**src/rtl/terminal_char_sender.sv**
```systemverilog
// Transmit side of the video terminal's parallel character port. Host bytes are
// buffered in a FIFO and sent one at a time using a rd/da/rda_n four-phase handshake.
module terminal_char_sender #(
  parameter int FIFO_DEPTH     = 16,
  parameter int TIMEOUT_CYCLES = 1048576,
  parameter bit UPCASE         = 1'b1
) (
  input  logic                          i_clk,
  input  logic                          i_mr_n,
  input  logic [7:0]                    i_tx_data,
  input  logic                          i_tx_valid,
  output logic                          o_tx_ready,
  output logic [7:1]                    o_rd,
  output logic                          o_da,
  input  logic                          i_rda_n,
  output logic                          o_busy,
  output logic                          o_timeout,
  input  logic                          i_clr_timeout,
  output logic [$clog2(FIFO_DEPTH):0]   o_fifo_count
);
  localparam int AW = $clog2(FIFO_DEPTH);
  localparam int CW = $clog2(TIMEOUT_CYCLES);

  localparam logic [1:0] S_IDLE    = 2'd0;
  localparam logic [1:0] S_SETUP   = 2'd1;
  localparam logic [1:0] S_STROBE  = 2'd2;
  localparam logic [1:0] S_RELEASE = 2'd3;

  logic [6:0]    r_mem [FIFO_DEPTH];
  logic [AW:0]   r_wptr;
  logic [AW:0]   r_rptr;
  logic [1:0]    r_rda_sync;
  logic [1:0]    r_state;
  logic [CW-1:0] r_wait;
  logic [6:0]    r_rd;
  logic          r_da;
  logic          r_timeout;

  logic          w_full;
  logic          w_empty;
  logic          w_push;
  logic          w_pop;
  logic          w_rda_s;
  logic          w_wait_done;
  logic [6:0]    w_head;
  logic [6:0]    w_char;
  logic          w_unused_bit7;

  assign w_unused_bit7 = i_tx_data[7];
  assign w_rda_s       = r_rda_sync[1];
  assign w_full        = (r_wptr[AW-1:0] == r_rptr[AW-1:0]) && (r_wptr[AW] != r_rptr[AW]);
  assign w_empty       = (r_wptr == r_rptr);
  assign w_push        = i_tx_valid && !w_full;
  assign w_pop         = (r_state == S_IDLE) && !w_empty;
  assign w_wait_done   = (r_wait == CW'(TIMEOUT_CYCLES - 1));

  // Lowercase folding happens on the way out of the FIFO, just before rd is loaded.
  assign w_head = r_mem[r_rptr[AW-1:0]];
  assign w_char = (UPCASE && (w_head >= 7'h61) && (w_head <= 7'h7A)) ? (w_head - 7'h20) : w_head;

  assign o_tx_ready   = !w_full;
  assign o_fifo_count = r_wptr - r_rptr;
  assign o_busy       = (r_state != S_IDLE) || !w_empty;
  assign o_rd         = r_rd;
  assign o_da         = r_da;
  assign o_timeout    = r_timeout;

  always_ff @(posedge i_clk) begin
    if (w_push) begin
      r_mem[r_wptr[AW-1:0]] <= i_tx_data[6:0];
    end
  end

  always_ff @(posedge i_clk or negedge i_mr_n) begin
    if (!i_mr_n) begin
      r_wptr     <= '0;
      r_rptr     <= '0;
      r_rda_sync <= 2'b11;
    end else begin
      r_rda_sync <= {r_rda_sync[0], i_rda_n};
      if (w_push) begin
        r_wptr <= r_wptr + (AW+1)'(1);
      end
      if (w_pop) begin
        r_rptr <= r_rptr + (AW+1)'(1);
      end
    end
  end

  // A set of timeout is written after the clear so that it wins in the same cycle.
  always_ff @(posedge i_clk or negedge i_mr_n) begin
    if (!i_mr_n) begin
      r_state   <= S_IDLE;
      r_rd      <= '0;
      r_da      <= 1'b0;
      r_wait    <= '0;
      r_timeout <= 1'b0;
    end else begin
      if (i_clr_timeout) begin
        r_timeout <= 1'b0;
      end
      case (r_state)
        S_IDLE: begin
          if (!w_empty) begin
            r_rd    <= w_char;
            r_state <= S_SETUP;
          end
        end
        S_SETUP: begin
          r_da    <= 1'b1;
          r_wait  <= '0;
          r_state <= S_STROBE;
        end
        S_STROBE: begin
          if (!w_rda_s) begin
            r_da    <= 1'b0;
            r_state <= S_RELEASE;
          end else if (w_wait_done) begin
            r_da      <= 1'b0;
            r_timeout <= 1'b1;
            r_state   <= S_RELEASE;
          end else begin
            r_wait <= r_wait + CW'(1);
          end
        end
        S_RELEASE: begin
          if (w_rda_s) begin
            r_state <= S_IDLE;
          end
        end
        default: r_state <= S_IDLE;
      endcase
    end
  end
endmodule

```
**config.mk**
```make
export PLATFORM = sky130hd
export DESIGN_NAME = terminal_char_sender
export DESIGN_NICKNAME = d
export VERILOG_FILES = /design/src/rtl/terminal_char_sender.sv
export SDC_FILE = /design/constraint.sdc
export NUM_CORES = 1
export LEC_CHECK = 0
export CORE_UTILIZATION = 60
export DETAILED_ROUTE_END_ITERATION = 6
export PLACE_DENSITY = 0.8
export SLEW_MARGIN = 20
export SYNTH_ARGS = -nofsm -noshare
export SYNTH_HDL_FRONTEND = slang
export SYNTH_SLANG_ARGS = --single-unit
```
**constraint.sdc**
```tcl
create_clock -name i_clk -period 3.97 [get_ports i_clk]
set_clock_uncertainty 0.15 [all_clocks]
set_input_delay 0.794 -clock i_clk [delete_from_list [all_inputs] [get_ports i_clk]]
set_output_delay 0.794 -clock i_clk [all_outputs]
set_load 0.02 [all_outputs]
```
; Yosys cells after proc, flatten, opt, wreduce, memory -nomap -nowiden
; Memory sizes are Yosys's and may differ from the RTL's.
; Index checks and enable logic that the tools add are counted.
[totals]
reg_bits = 43
ramBits = 112
out_inout_bits = 16
wordCells = 61
n_memories = 1
[op_classes]
n_addsub = 5
magnitude_cmp = 2
n_eq_ne = 12
mux = 18
n_bitwise = 1
reduce_logical = 14
[memory_table]
columns = memory, depth, width, rd, rd_clocked_by_memory_dff, write_ports, line_no
row1 = r_mem, 16, 7, 1, 0, 1, 29  ; logic [6:0] r_mem [FIFO_DEPTH];
[ops]
columns = cell, count
row1 = 20-bit 2-to-1 mux, 2
row2 = 20-bit one-hot mux with 2 select lines, 1
row3 = "20-bit by 1-bit adder with 20-bit output, second input constant", 1
row4 = "20-bit equality test, second input constant", 1
row5 = "5-bit by 1-bit adder with 5-bit output, second input constant", 2
row6 = 1-bit 2-to-1 mux, 8
row7 = 2-bit 2-to-1 mux, 4
row8 = "2-bit inequality test, second input constant", 4
row9 = 2-bit one-hot mux with 4 select lines, 1
row10 = "7-bit >= comparator, second input constant", 1
row11 = "7-bit <= comparator, second input constant", 1
row12 = 7-bit 2-to-1 mux, 1
row13 = "7-bit by 6-bit subtractor with 7-bit output, second input constant", 1
row14 = 3-bit AND reduction, 2
row15 = 5-bit equality test, 1
row16 = 5-bit subtractor, 1
row17 = "2-bit equality test, second input constant", 2
row18 = 4-bit equality test, 1
row19 = 1-bit logical AND, 4
row20 = 2-bit AND reduction, 2
row21 = 2-bit nonzero test, 2
row22 = "3-bit inequality test, second input constant", 1
row23 = "2-bit by 1-bit equality test with 1-bit output, second input constant", 1
row24 = 1-bit zero test, 2
row25 = other kinds (5), 5

; Logic depth before layout (Yosys ltp)
; Gate-level depths: netlist (run 1).
[logic_depth]
depth_word = 6
depth_mapped = 12
ltp_nobuf = 10

; Least setup slack after synthesis (run 1)
; Ideal clock, no wire load.
[synth_timing]
path_kind = reg-to-reg
startpoint = reg r_rptr[2]
endpoint = mem r_mem[3][0] (enable)
setup_ns = 0.380
arrival_ns = 2.510
required_ns = 3.440
slack_ns = 0.930
path_stages_with_launch = 11
n_path_buf = 3
path_cell_list = dfrtp_1 buf_2 buf_6 inv_1 ha_1 nand4_1 nand2b_1 and2_1 clkbuf_1 nand2_1 nor3_1
[synth_between]
elab_chain_len = 6
[synth_rtl]
columns = element, line_no
row1 = start: declaration, 31  ; logic [AW:0] r_rptr;
row2 = start signal: assignment, 85  ; r_rptr <= r_rptr + (AW+1)'(1);
row3 = 4-bit equality test, 51  ; assign w_full = (r_wptr[AW-1:0] == r_rptr[AW-1:0]) && (r_wptr[AW] != r_rptr[AW]);
row4 = 1-bit logical AND, 51
row5 = 1-bit zero test, n/a
row6 = via o_tx_ready, 12  ; output logic o_tx_ready,
row7 = 1-bit logical AND, 53  ; assign w_push = i_tx_valid && !w_full;
row8 = 1-bit 2-to-1 mux, 69  ; if (w_push) begin
row9 = 1-bit 2-to-1 mux (implied by the code), 70  ; r_mem[r_wptr[AW-1:0]] <= i_tx_data[6:0];
row10 = end: declaration, 29
; The timed path passes the listed nets, and every way through them passes these cells.

; Final worst setup path (run 1)
[layout_timing]
startpoint = reg r_wptr[0]
endpoint = out o_fifo_count[4]
[layout_between]
elab_chain_len = 1
[layout_rtl]
columns = element, line_no
row1 = start: declaration, 30  ; logic [AW:0] r_wptr;
row2 = start signal: assignment, 82  ; r_wptr <= r_wptr + (AW+1)'(1);
row3 = 5-bit subtractor, 62  ; assign o_fifo_count = r_wptr - r_rptr;
row4 = end: declaration, 19  ; output logic [$clog2(FIFO_DEPTH):0] o_fifo_count
; No other way between the ends.

==> out/metrics.cfg, run 1 <==
[power]
power_mw = 5.988
p_leak_nw = 2.903
combPwrFrac_pct = 38.6
cellPowerDensity_mw_per_mm2 = 765.7
pwr-share-seq_pct = 35.2
p_sw_share_pct = 34.79
netSwitchingPower_mw = 2.083
peakVddDrop_mv = 0.8927
clkPwrFrac_pct = 26.2
intPower_mw = 3.904

[global_routing]
grt_pass1_wl_um = 20640
grt-ovfl-total = 0
antenna_found_initial = 0
grt_pass1_vias = 3872
grt_use_total_pct = 24.77
grt_max_degree = 44

[layout]
n_antenna_cell = 0
final_area_sq_mm = 0.007820
layout.nets = 530
syn2layout_area_growth_pct = 15.04
drive_gt1_share_pct = 14.26

[place]
post-place-ws_ns = 0.7653
portBuffers = 27
postPlaceCellArea_sq_mm = 0.007249
place.gp.congestion = 0.8384
hpwl_um = 8600

[logic_synthesis]
synth_cell_type_count = 55
synthTopCellsByArea = edfxtp_1 (49%), dfrtp_1 (15%), mux4_2 (5.0%)
synth_largest_area_cell = edfxtp_1
syn_inst = 454
ys_ff_latch = 155
netlist.area_leader.share_pct = 49.48
synthMostInstantiatedCell = edfxtp_1
synthFlopType = edfxtp_1
synthTopCellsByCount = edfxtp_1 (112), nor2_1 (43), dfrtp_1 (41), nand2_1 (27)
avgSynthCellArea_sq_um = 14.97
synth_edf_count = 112
async_flop_share_pct = 27.74
seq_area_frac_synth_pct = 65.34
synth_area_sq_mm = 0.006798
ys.warnings.count = 0
synth_nets = 484

[route]
vias = 3905
drt_first_pass_iters = 5
antenna_left = 0
routed_wl_um = 13160
route.detailed.drc = 0
viasPerCell = 5.989
drt_iter0_markers = 378
wl_per_cell_um = 20.19

[sta]
max_slew_margin_pct = 37.63
max_freq_mhz = 281.9
timing.final.ws_setup_ns = 0.4222
slew_viol_final = 0
post-route-min-period_ns = 3.548
hold-worst-slack_ns = 0.2086
min_period_over_period_pct = 89.37
setup_tns_ns = 0
setup_viol = 0
final-hold-violation-count = 0
rsz0062_at_grt = false
worstMarginPinSlew_ns = 0.9356

[hold_path]
holdCritPathClass = register to register

[clock_network]
ctsLongestPathBuffers = 2
cts_buffers = 17
cts_setup_buffers = 0
clk_pin_slew_ns = 0.06
worstSkewPairLatency_ns = 0.42
cts_resized = 0
cts_tree = done
cts_sinks = 155
cts_root_buf = clkbuf_16
postCtsHoldBufs = 0
htree_levels = 4

[floorplanning]
fp.dieH_um = 108.4
io_pins = 29
initial_utilization_pct = 62.16
rows = 38
core_sq_mm = 0.01094
dieArea_sq_mm = 0.01176
die_w_um = 108.4

[run]
maxCapViolCount = 0

[worst_setup_path]
path_class = register to output port
critPathMaxFanout = 4
start_kind = register
cp.arrival_ns = 2.60
worstSetupEndpointType = output port
worstPathRequired_ns = 3.03

[run_status]
status = complete, no violations

## final cells by class
class | instances | area [sq um]
well taps | 140 | 175.2
repair buffers | 44 | 392.9
inverters | 17 | 63.81
fillers | 705 | 3115
clock buffers | 18 | 429.2
clock inverters | 13 | 141.4
flip-flops and latches | 155 | 4442
multi-input cells | 265 | 2176
## worst paths after layout
path | startpoint | end | slack [ns] | cells after the start
worst max register to register | r_rptr[0] | o_rd[7] | 0.73 | 10
worst max-delay path | r_wptr[0] | o_fifo_count[4] | 0.42 | 8
worst min-delay path | r_rda_sync[0] | r_rda_sync[1] | 0.21 | 0
max in group asynchronous | i_mr_n | o_rd[2] | 2.72 | 1
worst min register to register | r_rda_sync[0] | r_rda_sync[1] | 0.21 | 0
min in group asynchronous | i_mr_n | r_wait[15] | 0.37 | 1
## routing by layer
layer / wire, um / vias up / track usage (%) / part of all wire [%]
li1: - / 1794 / - / -
met5: 0 / - / 0 / 0
met2: 6281 / 121 / 37.97 / 48
met1: 5886 / 1967 / 34.40 / 45
met3: 705 / 23 / 5.847 / 5.4
met4: 288 / 0 / 10.14 / 2.2
## sequential cells by signal (all words and copies together), names as in the netlist
register    flops
r_rptr          5
r_rda_sync      2
o_rd            7
o_timeout       1
r_mem         112
r_wptr          5
o_da            1
r_wait         20
r_state         2
## worst max-delay path, stage by stage, from the launching register on
cell,delay (ns)
dfrtp_1,0.42
inv_1,0.13
ha_1,0.24
fa_1,0.41
inv_1,0.07
a21o_1,0.10
a21oi_1,0.07
xor2_1,0.12
clkdlybuf4s50_1,0.61
## stage by stage
stage	cells	utilization, %
finish	652	71.51
global route	652	71.51
CTS	652	71.51
detailed placement	621	66.29
global placement	621	66.29
floorplan	454	-
## layout by cell type (no fill, tap or decap), drive strengths merged, types with 6 or more instances in the layout
| cell | count |
|---|---|
| nor3 | 6 |
| nand2 | 27 |
| nand4 | 8 |
| nor2 | 43 |
| mux2i | 9 |
| clkdlybuf4s50 | 26 |
| buf | 18 |
| nand3 | 13 |
| a2111oi | 6 |
| mux4 | 24 |
| edfxtp | 112 |
| ha | 16 |
| dfrtp | 41 |
| o21ai | 12 |
| a21oi | 7 |
| xnor2 | 16 |
| and2 | 7 |
| inv | 21 |
| nor2b | 9 |
| xor2 | 13 |
| clkbuf | 18 |
## cells by family (layout without fill, tap and decap cells)
| kind of cell | Yosys count | after routing | synth area share [%] |
|---|---|---|---|
| fa+ha+maj | 17 | 17 | 3.239 |
| xor+xnor | 29 | 29 | 3.736 |
| buf+inv | 34 | 92 | 2.650 |
| simple gates | 132 | 132 | 9.350 |
| flops | 155 | 155 | 65.34 |
| mux | 37 | 37 | 10.44 |
| compound gates | 50 | 50 | 5.246 |
## power by group through the flow
stage          logic, mW  clock network [mW]  registers, mW
6_report            2.31                1.57           2.11
5_1_grt             2.51                1.65           2.13
4_1_cts             2.31                1.58           2.11
3_5_place_dp        2.29                   0           2.14
3_3_place_gp        2.23                   0           2.12
2_1_floorplan       1.61                   0           2.14
(Power assumes the default switching activity.)
==> run 2, diff against run 1 <==
--- a/config.mk
+++ b/config.mk
@@ -5,6 +5,7 @@
 export SDC_FILE = /design/constraint.sdc
 export NUM_CORES = 1
 export LEC_CHECK = 0
+export CAP_MARGIN = 20
 export CORE_UTILIZATION = 60
 export DETAILED_ROUTE_END_ITERATION = 6
 export PLACE_DENSITY = 0.8
==> results of run 2 <==
Same layout as run 1: the final DEF is identical, and so are final timing and power.
==> run 3, diff against run 2 <==
==> constraint.sdc (replaced) <==
create_clock -name i_clk -period 3.97 [get_ports i_clk]
set_clock_uncertainty 0.15 [all_clocks]
set_input_delay 0.794 -clock i_clk [delete_from_list [all_inputs] [get_ports i_clk]]
set_output_delay 0.794 -clock i_clk [all_outputs]
set_load 0.005 [all_outputs]
==> run 3 against run 2 <==
Net effect: total power fell by 1.6%; non-clock buffer count grew 1; critical path type unchanged; first-iteration DRC count down 17%; critical path depth shrank 2; critical endpoint is now o_busy; via count grew 0.74%; maximum frequency down 4.2%; setup slack got worse by 0.15 ns; die area is the same; sequential share of layout area is 0.28 points lower; register-to-register slack got worse by 0.22 ns; cell count is 0.31% higher; highest routed layer unchanged.
==> out/metrics.cfg, run 3 (synthesis gave the netlist of run 1 again) <==
[route]
viasPerCell = 6.015
drt_iter0_markers = 314
antenna_left = 0
wl_per_cell_um = 20.95
routed_wl_um = 13700
vias = 3934
route.detailed.drc = 0
drt_first_pass_iters = 5

[global_routing]
grt_pass1_wl_um = 21270
grt_max_degree = 44
grt_pass1_vias = 3922
grt-ovfl-total = 0
antenna_found_initial = 0
grt_use_total_pct = 25.85

[worst_setup_path]
worstSetupEndpointType = output port
path_class = register to output port
rr_worst_depth = 7
worstPathRequired_ns = 3.03
r2r_start = r_rptr[3]
r2r_end = r_mem[7][4]
start_kind = register
cp.arrival_ns = 2.76
rrSetupSlack_ns = 0.51
critPathMaxFanout = 16

[clock_network]
cts_root_buf = clkbuf_16
ctsLongestPathBuffers = 2
worstSkewPairLatency_ns = 0.42
clk_pin_slew_ns = 0.06
cts_buffers = 17
cts_setup_buffers = 0
htree_levels = 4
postCtsHoldBufs = 0
cts_tree = done
cts_resized = 0
cts_sinks = 155

[place]
hpwl_um = 8644
postPlaceCellArea_sq_mm = 0.007269
place.gp.congestion = 0.8405
portBuffers = 27

[floorplanning]
core_sq_mm = 0.01094
initial_utilization_pct = 62.16
dieArea_sq_mm = 0.01176
die_w_um = 108.4
rows = 38
io_pins = 29
fp.dieH_um = 108.4

[layout]
mostFrequentLayoutCell = edfxtp_1
n_antenna_cell = 0
syn2layout_area_growth_pct = 15.61
layout_common_cells = edfxtp_1 (112), nor2_1 (43), dfrtp_1 (41)
largest_reg_flops = 112
drive_gt1_share_pct = 14.98
final_area_sq_mm = 0.007859
layout.nets = 531

[sta]
worstMarginPinSlew_ns = 0.9499
max_slew_margin_pct = 36.29
setup_tns_ns = 0
max_freq_mhz = 270.1
min_period_over_period_pct = 93.25
setup_viol = 0
final-hold-violation-count = 0
rsz0062_at_grt = false
post-route-min-period_ns = 3.702
slew_viol_final = 0

[hold_path]
min_to = r_rda_sync[1]
hold_depth = 0
worstHoldStart = r_rda_sync[0]
holdCritPathClass = register to register

[power]
p_leak_nw = 2.923
cellPowerDensity_mw_per_mm2 = 749.4
peakVddDrop_mv = 0.7326

[run_status]
status = complete, no violations

[run]
maxCapViolCount = 0

==> run 3: worst max path at each step <==
stage / end / startpoint / cells past startpoint / slack, ns
finish: o_busy / r_rptr[3] / 6 / 0.27
global route: o_busy / r_rptr[3] / 6 / 0.14
CTS: o_busy / r_rptr[3] / 6 / 0.28
detailed placement: o_rd[6] / r_rptr[1] / 10 / 0.55
global placement: o_rd[6] / r_rptr[1] / 10 / 0.63
floorplan: r_mem[3][0] / r_rptr[2] / 10 / 1.07
==> run 3: cell type report <==
class / count / area (sq um)
clock buffers: 18 / 429.2
clock inverters: 14 / 160.2
fillers: 688 / 3077
inverters: 17 / 63.81
multi-input cells: 265 / 2176
flip-flops and latches: 155 / 4442
well taps: 140 / 175.2
repair buffers: 45 / 412.9
==> run 3: worst max-delay path, cell delays in order, from the launching register on <==
cell,delay (ns)
dfrtp_1,0.73
inv_1,0.30
ha_1,0.41
nand4_1,0.16
nor2_1,0.17
nand2_1,0.11
clkdlybuf4s50_1,0.45
==> run 3: where the power goes <==
group	switching [mW]	total (mW)	internal [mW]	leakage (nW)
registers	0.180	2.15	1.97	1.56
clock network	0.651	1.59	0.938	0.281
logic	1.14	2.15	1.00	1.08
==> run 3: stage by stage <==
| step | total power, mW | instances | utilization [%] | setup slack [ns] | hold slack (ns) |
|---|---|---|---|---|---|
| detailed placement | 4.287 | 622 | 66.48 | 0.5488 | 0.2044 |
| global route | 6.185 | 654 | 71.87 | 0.1396 | 0.2168 |
| finish | 5.889 | 654 | 71.87 | 0.2678 | 0.2109 |
| global placement | 4.202 | 622 | 66.48 | 0.6297 | 0.1977 |
| CTS | 5.915 | 654 | 71.87 | 0.2795 | 0.2137 |
| floorplan | 3.601 | 454 | - | 1.069 | 0.1952 |
==> run 3: layer usage <==
layer | vias to the layer above | wire, um | GRT usage (%)
li1 | 1806 | - | -
met4 | 0 | 278 | 10.71
met3 | 31 | 869 | 5.787
met1 | 1960 | 5715 | 34.44
met2 | 137 | 6836 | 41.37
met5 | - | 0 | 0
